--- src/rtl/shift_arbiter.sv ---
// shift_arbiter: round-robin arbiter sharing one combinational 32-bit shifter among NREQ requesters
// Ports:
//   i_clk, i_rst_n           clock (rising edge) and asynchronous active-low reset
//   i_req_valid/o_req_ready  per-requester valid/ready handshake, at most one ready bit set
//   i_req_a/i_req_b/i_req_op packed per-requester operand, shift amount and op (00 SLL, 01 SRL, 11 SRA, 10 SRL)
//   o_rsp_valid/i_rsp_ready  registered response handshake
//   o_rsp_data/o_rsp_id      shift result and the index of the requester that issued it
module shift_arbiter #(
    parameter int NREQ = 2,
    parameter int ID_W = $clog2(NREQ)
) (
    input  logic                i_clk,
    input  logic                i_rst_n,
    input  logic [NREQ-1:0]     i_req_valid,
    output logic [NREQ-1:0]     o_req_ready,
    input  logic [32*NREQ-1:0]  i_req_a,
    input  logic [5*NREQ-1:0]   i_req_b,
    input  logic [2*NREQ-1:0]   i_req_op,
    output logic                o_rsp_valid,
    input  logic                i_rsp_ready,
    output logic [31:0]         o_rsp_data,
    output logic [ID_W-1:0]     o_rsp_id
);
    logic [ID_W-1:0]   ptr;
    logic [ID_W-1:0]   sel;
    logic              found;
    logic              can_accept;
    logic              xfer;
    logic [31:0]       a_sel;
    logic [4:0]        b_sel;
    logic [1:0]        op_sel;
    logic signed [31:0] sra;
    logic [31:0]       result;

    assign can_accept = !o_rsp_valid || i_rsp_ready;
    assign xfer       = |o_req_ready;

    // Search starts one past the last-served requester and wraps around.
    always_comb begin
        found = 1'b0;
        sel   = '0;
        for (int i = 1; i <= NREQ; i++) begin
            if (!found && i_req_valid[(int'(ptr) + i) % NREQ]) begin
                found = 1'b1;
                sel   = ID_W'((int'(ptr) + i) % NREQ);
            end
        end
    end

    always_comb begin
        o_req_ready      = '0;
        o_req_ready[sel] = found && can_accept;
    end

    always_comb begin
        a_sel  = '0;
        b_sel  = '0;
        op_sel = '0;
        for (int k = 0; k < NREQ; k++) begin
            if (ID_W'(k) == sel) begin
                a_sel  = i_req_a[32*k +: 32];
                b_sel  = i_req_b[5*k +: 5];
                op_sel = i_req_op[2*k +: 2];
            end
        end
    end

    // Kept as its own signed net so the arithmetic shift is not turned logical by ternary context.
    assign sra    = $signed(a_sel) >>> b_sel;
    assign result = op_sel == 2'b00 ? a_sel << b_sel :
                    op_sel == 2'b11 ? unsigned'(sra) : a_sel >> b_sel;

    always_ff @(posedge i_clk or negedge i_rst_n) begin
        if (!i_rst_n) begin
            o_rsp_valid <= 1'b0;
            o_rsp_data  <= '0;
            o_rsp_id    <= '0;
            ptr         <= ID_W'(NREQ - 1);
        end else if (xfer) begin
            o_rsp_valid <= 1'b1;
            o_rsp_data  <= result;
            o_rsp_id    <= sel;
            ptr         <= sel;
        end else if (i_rsp_ready) begin
            o_rsp_valid <= 1'b0;
        end
    end
endmodule
--- config.mk ---
export PLATFORM = sky130hd
export DESIGN_NAME = shift_arbiter
export DESIGN_NICKNAME = d
export VERILOG_FILES = /design/src/rtl/shift_arbiter.sv
export SDC_FILE = /design/constraint.sdc
export NUM_CORES = 1
export LEC_CHECK = 0
export ABC_AREA = 0
export CORE_UTILIZATION = 23
export CTS_CLUSTER_DIAMETER = 150
export DETAILED_ROUTE_END_ITERATION = 10
export GPL_ROUTABILITY_DRIVEN = 0
export PLACE_DENSITY = 0.45
export SETUP_SLACK_MARGIN = 0.15
export SLEW_MARGIN = 20
export SYNTH_ARGS = -nofsm -noshare
export SYNTH_HDL_FRONTEND = slang
export SYNTH_SLANG_ARGS = --single-unit
--- constraint.sdc ---
create_clock -name i_clk -period 2.87 [get_ports i_clk]
set_input_delay 0.574 -clock i_clk [delete_from_list [all_inputs] [get_ports i_clk]]
set_output_delay 0.574 -clock i_clk [all_outputs]
set_load 0.005 [all_outputs]
==> Word-level counts from Yosys, hierarchy flattened <==
Index checks and enable logic that the tools add are counted.
{ "totals": {"reg_bits": 35, "inputBits": 83, "output_inout_bits": 36} }
{ "classes": {"n_addsub": 2, "magnitude_cmp": 4, "n_eq_ne": 1, "shifts": 3, "muxes": 19, "bitwise_logic": 3, "n_reduce_logical": 9} }
{ "op_table": {"columns": ["op", "n"], "rows": [
  ["two-way mux 32 bit", 3],
  ["<< shifter 32 x 5 -> 32 bit", 1],
  ["right shift 32 x 5 -> 32 bit", 1],
  [">>> shifter 32 x 5 -> 32 bit", 1],
  ["two-way mux 1 bit", 13],
  ["< comparator 2 x 3 -> 1 bit (second input constant)", 2],
  ["two-way mux 5 bit", 1],
  ["logical AND 1 bit", 3],
  ["adder 1 bit (second input constant)", 2],
  ["AND 1 bit (first input constant)", 2],
  ["AND 2 bit", 1],
  ["equality test 2 bit (second input constant)", 1],
  ["logical NOT 1 bit", 2],
  ["logical NOT 2 bit", 1],
  ["< comparator 1 x 2 -> 1 bit (second input constant)", 1],
  ["two-way mux 2 bit", 1],
  ["nonzero test 2 bit", 1],
  ["OR reduction 2 bit", 1],
  ["demux 1 bit (select 1 bit)", 1],
  ["greater-or-equal comparator 1 bit (second input constant)", 1],
  ["logical OR 1 bit", 1]
]} }

==> Longest topological paths before layout <==
Gate-level depths: netlist of the first run.
{ "logic_depth": {"word_depth": 16, "depth_mapped": 12, "depth_no_buf": 7} }

==> Worst setup path before layout of the first run <==
No wires, ideal clock.
{ "synth_path": {"kind": "input -> register", "start": "input port i_req_b[5]", "end": "register o_rsp_data[14]", "setup_time_ns": 0.128, "arrival_ns": 2.365, "slack_ns": 0.377, "cell_stages": 11, "path_cell_list": "buf_4 > buf_4 > buf_4 > buf_4 > mux2i_1 > mux2i_1 > mux2i_1 > mux2i_1 > mux2_2 > a221oi_1 > o22ai_1"} }
{ "synth_between": {"elab_chain_len": 4} }
{ "synth_lines": {"columns": ["item", "line", "rtl"], "rows": [
  ["start, declared", "17", "input logic [5*NREQ-1:0] i_req_b,"],
  ["two-way mux 5 bit (*)", "60", "if (ID_W'(k) == sel) begin"],
  ["right shift 32 x 5 -> 32 bit / >>> shifter 32 x 5 -> 32 bit (equally long branches)", "71, 69", null],
  ["two-way mux 32 bit", "71", "op_sel == 2'b11 ? unsigned'(sra) : a_sel >> b_sel;"],
  ["two-way mux 32 bit (*)", "70", "assign result = op_sel == 2'b00 ? a_sel << b_sel :"],
  ["end signal, assigned", "81", "o_rsp_data <= result;"],
  ["end, declared", "21", "output logic [31:0] o_rsp_data,"]
]} }
Every way passes the cells marked *; elsewhere a longest branch is shown, timed or not.
A chain may end at the register's enable or synchronous reset.

==> Worst setup path in the final report of the first run <==
{ "layout_path": {"start": "input port i_req_a[21]", "end": "register o_rsp_data[26]"} }
{ "layout_between": {"elab_chain_len": 4} }
{ "layout_lines": {"columns": ["item", "line", "rtl"], "rows": [
  ["start, declared", "16", "input logic [32*NREQ-1:0] i_req_a,"],
  ["two-way mux 32 bit (*)", "60", null],
  ["right shift 32 x 5 -> 32 bit / >>> shifter 32 x 5 -> 32 bit (equally long branches)", "71, 69", null],
  ["two-way mux 32 bit", "71", null],
  ["two-way mux 32 bit (*)", "70", null]
]} }
Marks and branches as above.

==> results.md, run 1 <==
* # DRC at 6
* Worst hold path class: in2async
* Hold_buf cts at 0
* Yosys Warn Count at 0
* Fin Clk Skew at 0.00839 ns
* R2r setup slk at 0.21 ns
* Largest net degree at the start of global routing at 36
* TritonCTS Buffers at 5
* Synth top area cells: mux2i_1, dfrtp_1, mux2_2
* Pins Over Slew Limit at 0
* Die X-Extent at 179 um
* Most frequent cells in the layout: buf_4, mux2i_1, clkdlybuf4s50_1, nand2_1, nor2_1
* Commonest non-fill, non-tap cell in the layout: buf_4
* Vias per inst at 5.45
* Area grow syn2layout at 64.5%
* Count of cell types in the netlist at 69
* Final wirelength at 38800 um
* Worst-path fanout max at 6
* Hold Slack at 0.410 ns
* Die footprint at 32100 um2
* Post-route ant nets at 0
* Grt total ovfl at 0
* GR Util All Layers at 23.8%
* F_max at 376 MHz
* Worst slew pin tran at 0.899 ns
* Critical Path Start Type: input pin
* Antenna violations before repair at 1
* HPWL after detailed placement at 31300 um
* Part of the Yosys area used for sequential elements at 12.1%
* Final count of hold timing violations at 0
* Vias in the first global route at 9150
* Final setup violation count at 0
* WS Path Type: in2reg
* Violated checks: DRC
* Crit end category: flip-flop
* Top_reg_cell synth: dfrtp_1
* Critical path's slowest cell: clkdlybuf4s50_1
* Peak supply drop at 0.232 mV
* Boundary pin count at 119
* CTS HTree Levels at 2
* CTS Root Cell: clkbuf_16
* Number of I/O port buffers at 118
* Ant. Diodes at 0
* First-pass GRT wire length at 56900 um
* Initial Util at 23.5%
* 1st-iter DRT viols at 858
* Outcome: finished, violations left
* Final #Nets at 1404
* Clk pin slew, worst setup/hold paths at 0.07 ns
* EDFF count, synth at 0
* Critical Path RT at 3.04 ns
* FP Rows at 64
* CTS tree: built
* Syn avg cell area at 7.82 um2
* Async SR Flop Fraction at 100%
* Synth Cell Area at 7220 um2
* Relative slew slack at 40.0%
* Lkg Pwr at 5.24 nW
* Worst-Skew Late Latency at 0.29 ns
* Number of synthesized register bits at 35
* Layout cells sized above 1 at 39.4%
* Yosys top cell area share at 21.8%
* Pwr/cell area at 363 nW/um2
* Fin crit period at 2.66 ns
* Wire length per cell at 22.6 um
* Clock tree sinks at 35
* Via count at 9364
* Critical path's largest stage delay at 0.45 ns
* Net Count, Synth at 1006
* Cell Chain, Critical Path: clkdlybuf4s50_1 -> buf_4 -> mux4_2 -> and2_0 -> a31o_2 -> buf_4 -> o211ai_1 -> o2111ai_2 -> o22a_1
* Unrepaired setup endpoints after global routing: true
* Die height at 179 um
* Final Power at 4.31 mW
* Core Area at 30700 um2
* Fin crit share at 92.8%
* Max-Cap Viols at 0
* Cell taking the most area after synthesis: mux2i_1
* Drt pass-1 iters at 8
* Critical Path Most Common Cell: buf_4
* Critical Path AT at 2.83 ns
* CTS max path bufs at 2
* Syn Inst Count at 923
[worst max-delay path, delay by kind of cell]
| kind | cells | cell delay [ns] |
|---|---|---|
| AO/OA/AOI/OAI | 4 | 0.90 |
| buffers and inverters | 3 | 0.76 |
| multiplexers | 1 | 0.43 |
| AND/OR/NAND/NOR | 1 | 0.17 |
[power breakdown]
part | internal [mW] | leakage (nW) | switching (mW)
sequential | 0.603 | 0.417 | 0.0840
clock | 0.370 | 0.0772 | 0.224
combinational | 1.52 | 4.75 | 1.51
total | 2.49 | 5.24 | 1.82
[cell usage after synthesis, types with 10 or more instances]
cell type  count
clkbuf_1      25
nand3_1       21
mux2_2        64
a221oi_1      19
nor3_1        30
a31oi_1       15
nor2_1        84
o211ai_1      10
dfrtp_1       34
a211oi_1      35
mux4_2        14
buf_4         20
nor2b_1       11
mux2i_1      157
o21ai_0       50
a21oi_1       75
nand2_1       84
buf_2         31
[layer usage]
metal	wire, um	vias to the layer above	global-route usage, %	share of wire [%]
met2	18000	395	40.4	47
met5	0	-	0	0
met4	1430	0	7.49	3.7
met1	16600	4537	30.9	43
met3	2710	76	3.39	7.0
li1	-	4356	-	-
[repair_timing]
action	CTS	global route
gates cloned	2	2
endpoints found under the setup margin	33	30
setup buffers	11	11
resized for setup	37	61
pin swaps	5	9
[state kept, by name (all words and copies together) (netlist names)]
signal / count
o_rsp_data: 32
o_rsp_id: 1
o_rsp_valid: 1
ptr: 1
[kinds of logic after synthesis]
kind of cell / share of synthesized area [%]
DFF: 12.1
buffers and inverters: 7.03
and+or+nand+nor: 16.7
AOI/OAI and AO/OA: 26.8
muxes: 37.4
[cell type report]
| cell class | instances | area, um2 |
|---|---|---|
| well taps | 396 | 495 |
| inverters | 6 | 22.5 |
| flip-flops and latches | 35 | 877 |
| fillers | 3227 | 18900 |
| multi-input cells | 798 | 6160 |
| clock buffers | 8 | 156 |
| repair buffers | 475 | 4170 |
[per-stage QoR]
step           instances  setup TNS, ns  area, um2  worst slack (ns)  utilization, %
6_report            1718              0      11900             0.207            38.6
2_1_floorplan        923              0       7220             0.377               -
3_3_place_gp        1684         -14.03      11200            -0.575            36.4
3_5_place_dp        1684         -14.20      11200            -0.568            36.4
4_1_cts             1705              0      11500             0.104            37.5
5_1_grt             1718              0      11900             0.111            38.6
[final timing paths]
| check | cells past startpoint | end | start |
|---|---|---|---|
| max reg2reg | 10 | o_rsp_data[14]$_DFFE_PN0P_ | ptr$_DFFE_PN1P_ |
| min | 1 | o_rsp_data[31]$_DFFE_PN0P_ | i_rst_n |
| max | 9 | o_rsp_data[26]$_DFFE_PN0P_ | i_req_a[21] |
| min reg2reg | 2 | o_rsp_data[21]$_DFFE_PN0P_ | o_rsp_data[21]$_DFFE_PN0P_ |
| max in group asynchronous | 1 | o_rsp_data[18]$_DFFE_PN0P_ | i_rst_n |
| min in group i_clk | 2 | o_rsp_data[21]$_DFFE_PN0P_ | o_rsp_data[21]$_DFFE_PN0P_ |
(Power assumes the default switching activity.)
==> run 2: changes to the inputs <==
--- a/config.mk
+++ b/config.mk
@@ -6,11 +6,12 @@
 export NUM_CORES = 1
 export LEC_CHECK = 0
 export ABC_AREA = 0
-export CORE_UTILIZATION = 23
+export CORE_UTILIZATION = 56
 export CTS_CLUSTER_DIAMETER = 150
 export DETAILED_ROUTE_END_ITERATION = 10
 export GPL_ROUTABILITY_DRIVEN = 0
-export PLACE_DENSITY = 0.45
+export PLACE_DENSITY = 0.87
+export REMOVE_ABC_BUFFERS = 1
 export SETUP_SLACK_MARGIN = 0.15
 export SLEW_MARGIN = 20
 export SYNTH_ARGS = -nofsm -noshare
==> results.md, run 2 <==
* Cell taking the most area after synthesis: mux2i_1
* Hold_buf cts at 0 (unchanged)
* Synth Cell Area at 7220 um2 (unchanged)
* CTS HTree Levels at 2 (unchanged)
* Error: [ERROR GRT-0116] Global routing finished with congestion. Check the congestion regions in the DRC Viewer.
* EDFF count, synth at 0 (unchanged)
* Die height at 116 um (-36%)
* Number of synthesized register bits at 35 (unchanged)
* Clock tree sinks at 35 (unchanged)
* CTS max path bufs at 2 (unchanged)
* Top_reg_cell synth: dfrtp_1
* Initial Util at 57.2% (+34 points)
* FP Rows at 41 (-36%)
* First-pass GRT wire length at 71600 um
* Die X-Extent at 116 um (-36%)
* Synth top area cells: mux2i_1, dfrtp_1, mux2_2
* Boundary pin count at 119 (unchanged)
* CTS Root Cell: clkbuf_16
* GR Util All Layers at 71.7%
* Count of cell types in the netlist at 69 (unchanged)
* Syn Inst Count at 923 (unchanged)
* Part of the Yosys area used for sequential elements at 12.1% (unchanged)
* Outcome: stopped before the end
* Async SR Flop Fraction at 100% (unchanged)
* Top cells by count, synth: mux2i_1, nand2_1, nor2_1
* Stopping stage: global routing (5_1_grt)
* Number of I/O port buffers at 118 (unchanged)
* TritonCTS Buffers at 5 (unchanged)
* Yosys Warn Count at 0 (unchanged)
* Largest net degree at the start of global routing at 36
* Vias in the first global route at 11.8k
* Grt total ovfl at 91
* Yosys top cell area share at 21.8% (unchanged)
* HPWL after detailed placement at 25700 um (-18%)
* Syn avg cell area at 7.82 um2 (unchanged)
* Count leader, synth: mux2i_1
==> run 2: cell counts after synthesis <==
No cell type changed its count.
==> run 2: cell families after synthesis <==
family	after synthesis	share of synthesized area (%)
buffers and inverters	93	7.03
muxes	240	37.4
DFF	35	12.1
and+or+nand+nor	268	16.7
AOI/OAI and AO/OA	287	26.8
==> run 2: metal layers <==
metal | global-route usage, % | overflow
met1 | 72.0 | 0
met2 | 87.5 | 48
met3 | 57.8 | 4
met4 | 70.7 | 39
met5 | 24.4 | 0
==> run 2: per-stage QoR <==
step           setup WS [ns]  instances  hold slack [ns]  TNS [ns]  area, um2
4_1_cts               0.0989       1387            0.501         0      10500
3_5_place_dp          -0.603       1366            0.488    -13.59      10100
3_3_place_gp          -0.422       1366            0.469    -10.48      10100
2_1_floorplan          -3.82        836            0.278   -113.80       6740
==> run 2: what timing repair did <==
item,CTS
endpoints found under the setup margin,34
buffers inserted,10
cloned,3
pin swaps,6
gates resized for setup,47
==> run 3: changes to the inputs <==
--- a/config.mk
+++ b/config.mk
@@ -6,13 +6,11 @@
 export NUM_CORES = 1
 export LEC_CHECK = 0
 export ABC_AREA = 0
-export CORE_UTILIZATION = 56
-export CTS_CLUSTER_DIAMETER = 150
+export CORE_UTILIZATION = 40
 export DETAILED_ROUTE_END_ITERATION = 10
 export GPL_ROUTABILITY_DRIVEN = 0
-export PLACE_DENSITY = 0.87
+export PLACE_DENSITY_LB_ADDON = 0.15
 export REMOVE_ABC_BUFFERS = 1
-export SETUP_SLACK_MARGIN = 0.15
 export SLEW_MARGIN = 20
 export SYNTH_ARGS = -nofsm -noshare
 export SYNTH_HDL_FRONTEND = slang
==> results.md, run 3 (same netlist as run 1, synthesis figures left out) <==
* Reg2reg start: ptr$_DFFE_PN1P_
* Peak supply drop at 0.273 mV
* CTS HTree Levels at 2 (unchanged)
* CTS max path bufs at 2 (unchanged)
* Area grow syn2layout at 51.1%
* Boundary pin count at 119 (unchanged)
* Drt pass-1 iters at 7
* HPWL after detailed placement at 26300 um (+2.0%)
* Relative slew slack at 42.4%
* Final wirelength at 33000 um
* TritonCTS Buffers at 5 (unchanged)
* Commonest non-fill, non-tap cell in the layout: buf_4
* Max reg flops at 32
* Die height at 136 um (+18%)
* WS Path Type: reg2reg
* Die X-Extent at 136 um (+18%)
* Antenna violations before repair at 0
* Most frequent cells in the layout: buf_4, mux2i_1, clkdlybuf4s50_1, nand2_1, nor2_1
* Final instance area at 10900 um2
* Worst slew pin tran at 0.864 ns
* Final count of hold timing violations at 0
* Pins Over Slew Limit at 0
* Register name with the most flops: o_rsp_data
* First-pass GRT wire length at 50500 um
* Final cell count without fillers at 1486
* CTS tree: built
* Clk pin slew, worst setup/hold paths at 0.07 ns
* Placed Area at 10500 um2 (+4.7%)
* Worst hold path class: in2async
* GR Util All Layers at 35.8%
* Worst reg2reg path depth at 10
* Lkg Pwr at 4.82 nW
* Final setup violation count at 0
* Fin Clk Skew at 0.00656 ns
* CTS Root Cell: clkbuf_16
* Critical Path RT at 3.04 ns
* Wire length per cell at 22.2 um
* Ant. Diodes at 0
* Die footprint at 18600 um2
* Core Area at 17500 um2
* Crit end category: flip-flop
* # DRC at 0
* Via count at 9302
* Final #Nets at 1343
* Clock tree sinks at 35 (unchanged)
* R2r setup slk at 0.04 ns
* Fin crit share at 98.5%
* Critical Path AT at 3.00 ns
* Pwr/cell area at 384 nW/um2
* 1st-iter DRT viols at 1200
* Worst-path fanout max at 14
* Critical R2R Capture: o_rsp_data[11]$_DFFE_PN0P_
* Vias in the first global route at 8981
* F_max at 354 MHz
* Initial Util at 41.3% (-16 points)
* Largest net degree at the start of global routing at 36
* Fin crit period at 2.83 ns
* Placed insts at 1470 (+7.6%)
* Vias per inst at 6.26
* Max-Cap Viols at 0
* Grt total ovfl at 0
* Critical Path Start Type: flip-flop
* Number of I/O port buffers at 118 (unchanged)
* FP Rows at 48 (+17%)
* Worst-Skew Late Latency at 0.29 ns
* Post-route ant nets at 0
* Outcome: finished clean
* Layout cells sized above 1 at 34.3%
==> run 3: timing repair <==
action | in CTS | in global routing
buffers inserted | 4 | 2
cloned | 1 | 1
endpoints found under the setup margin | 34 | 25
resized for setup | 12 | 29
pin swaps | 3 | 3
hold buffers | 0 | 0
==> run 3: critical path: stages (launching register included) <==
cell and delay, ns:
dfstp_2 0.65, a21bo_4 0.24, buf_6 0.18, buf_4 0.15
mux2i_4 0.32, nor2_1 0.16, a22oi_1 0.21, o221ai_1 0.21
a221oi_4 0.35, buf_4 0.17, a21oi_1 0.05
==> run 3: worst max path at each step <==
stage,startpoint,endpoint,depth (start not counted)
floorplan,i_req_valid[1],o_rsp_data[29]$_DFFE_PN0P_,7
global placement,i_req_valid[0],o_rsp_data[11]$_DFFE_PN0P_,11
detailed placement,i_req_valid[0],o_rsp_data[20]$_DFFE_PN0P_,10
CTS,i_req_valid[1],o_req_ready[0],7
global route,ptr$_DFFE_PN1P_,o_rsp_data[10]$_DFFE_PN0P_,10
finish,ptr$_DFFE_PN1P_,o_rsp_data[11]$_DFFE_PN0P_,10
==> run 3: report_power, final <==
group / switching [mW] / internal, mW
logic: 1.40 / 1.37
clock network: 0.235 / 0.498
registers: 0.0890 / 0.603
==> run 3: metrics by stage <==
| stage | hold WS [ns] | setup TNS, ns | setup WS, ns | power (mW) | utilization, % |
|---|---|---|---|---|---|
| after floorplan | 0.278 | -113.80 | -3.82 | 1.82 | - |
| after global placement | 0.466 | -14.76 | -0.589 | 3.28 | 60.3 |
| after detailed placement | 0.464 | -15.92 | -0.644 | 3.30 | 60.3 |
| after CTS | 0.426 | 0 | 0.0317 | 4.06 | 61.7 |
| after global routing | 0.476 | -0.0185 | -0.0185 | 4.38 | 62.4 |
| final | 0.401 | 0 | 0.0427 | 4.20 | 62.4 |
==> run 3: routing by layer <==
metal / share of wire (%) / vias to the layer above / GRT usage (%) / wire [um]
met4: 6.8 / 0 / 19.8 / 2260
met1: 40 / 4297 / 46.1 / 13200
met2: 44 / 607 / 57.0 / 14500
met5: 0 / - / 0 / 0
met3: 9.3 / 169 / 5.48 / 3080
li1: - / 4229 / - / -
==> run 3: layout make-up <==
class,instances,area [um2]
well taps,225,282
multi-input cells,797,6010
clock buffers,5,125
fillers,1574,6560
clock inverters,3,67.6
inverters,6,22.5
repair buffers,415,3530
flip-flops and latches,35,877
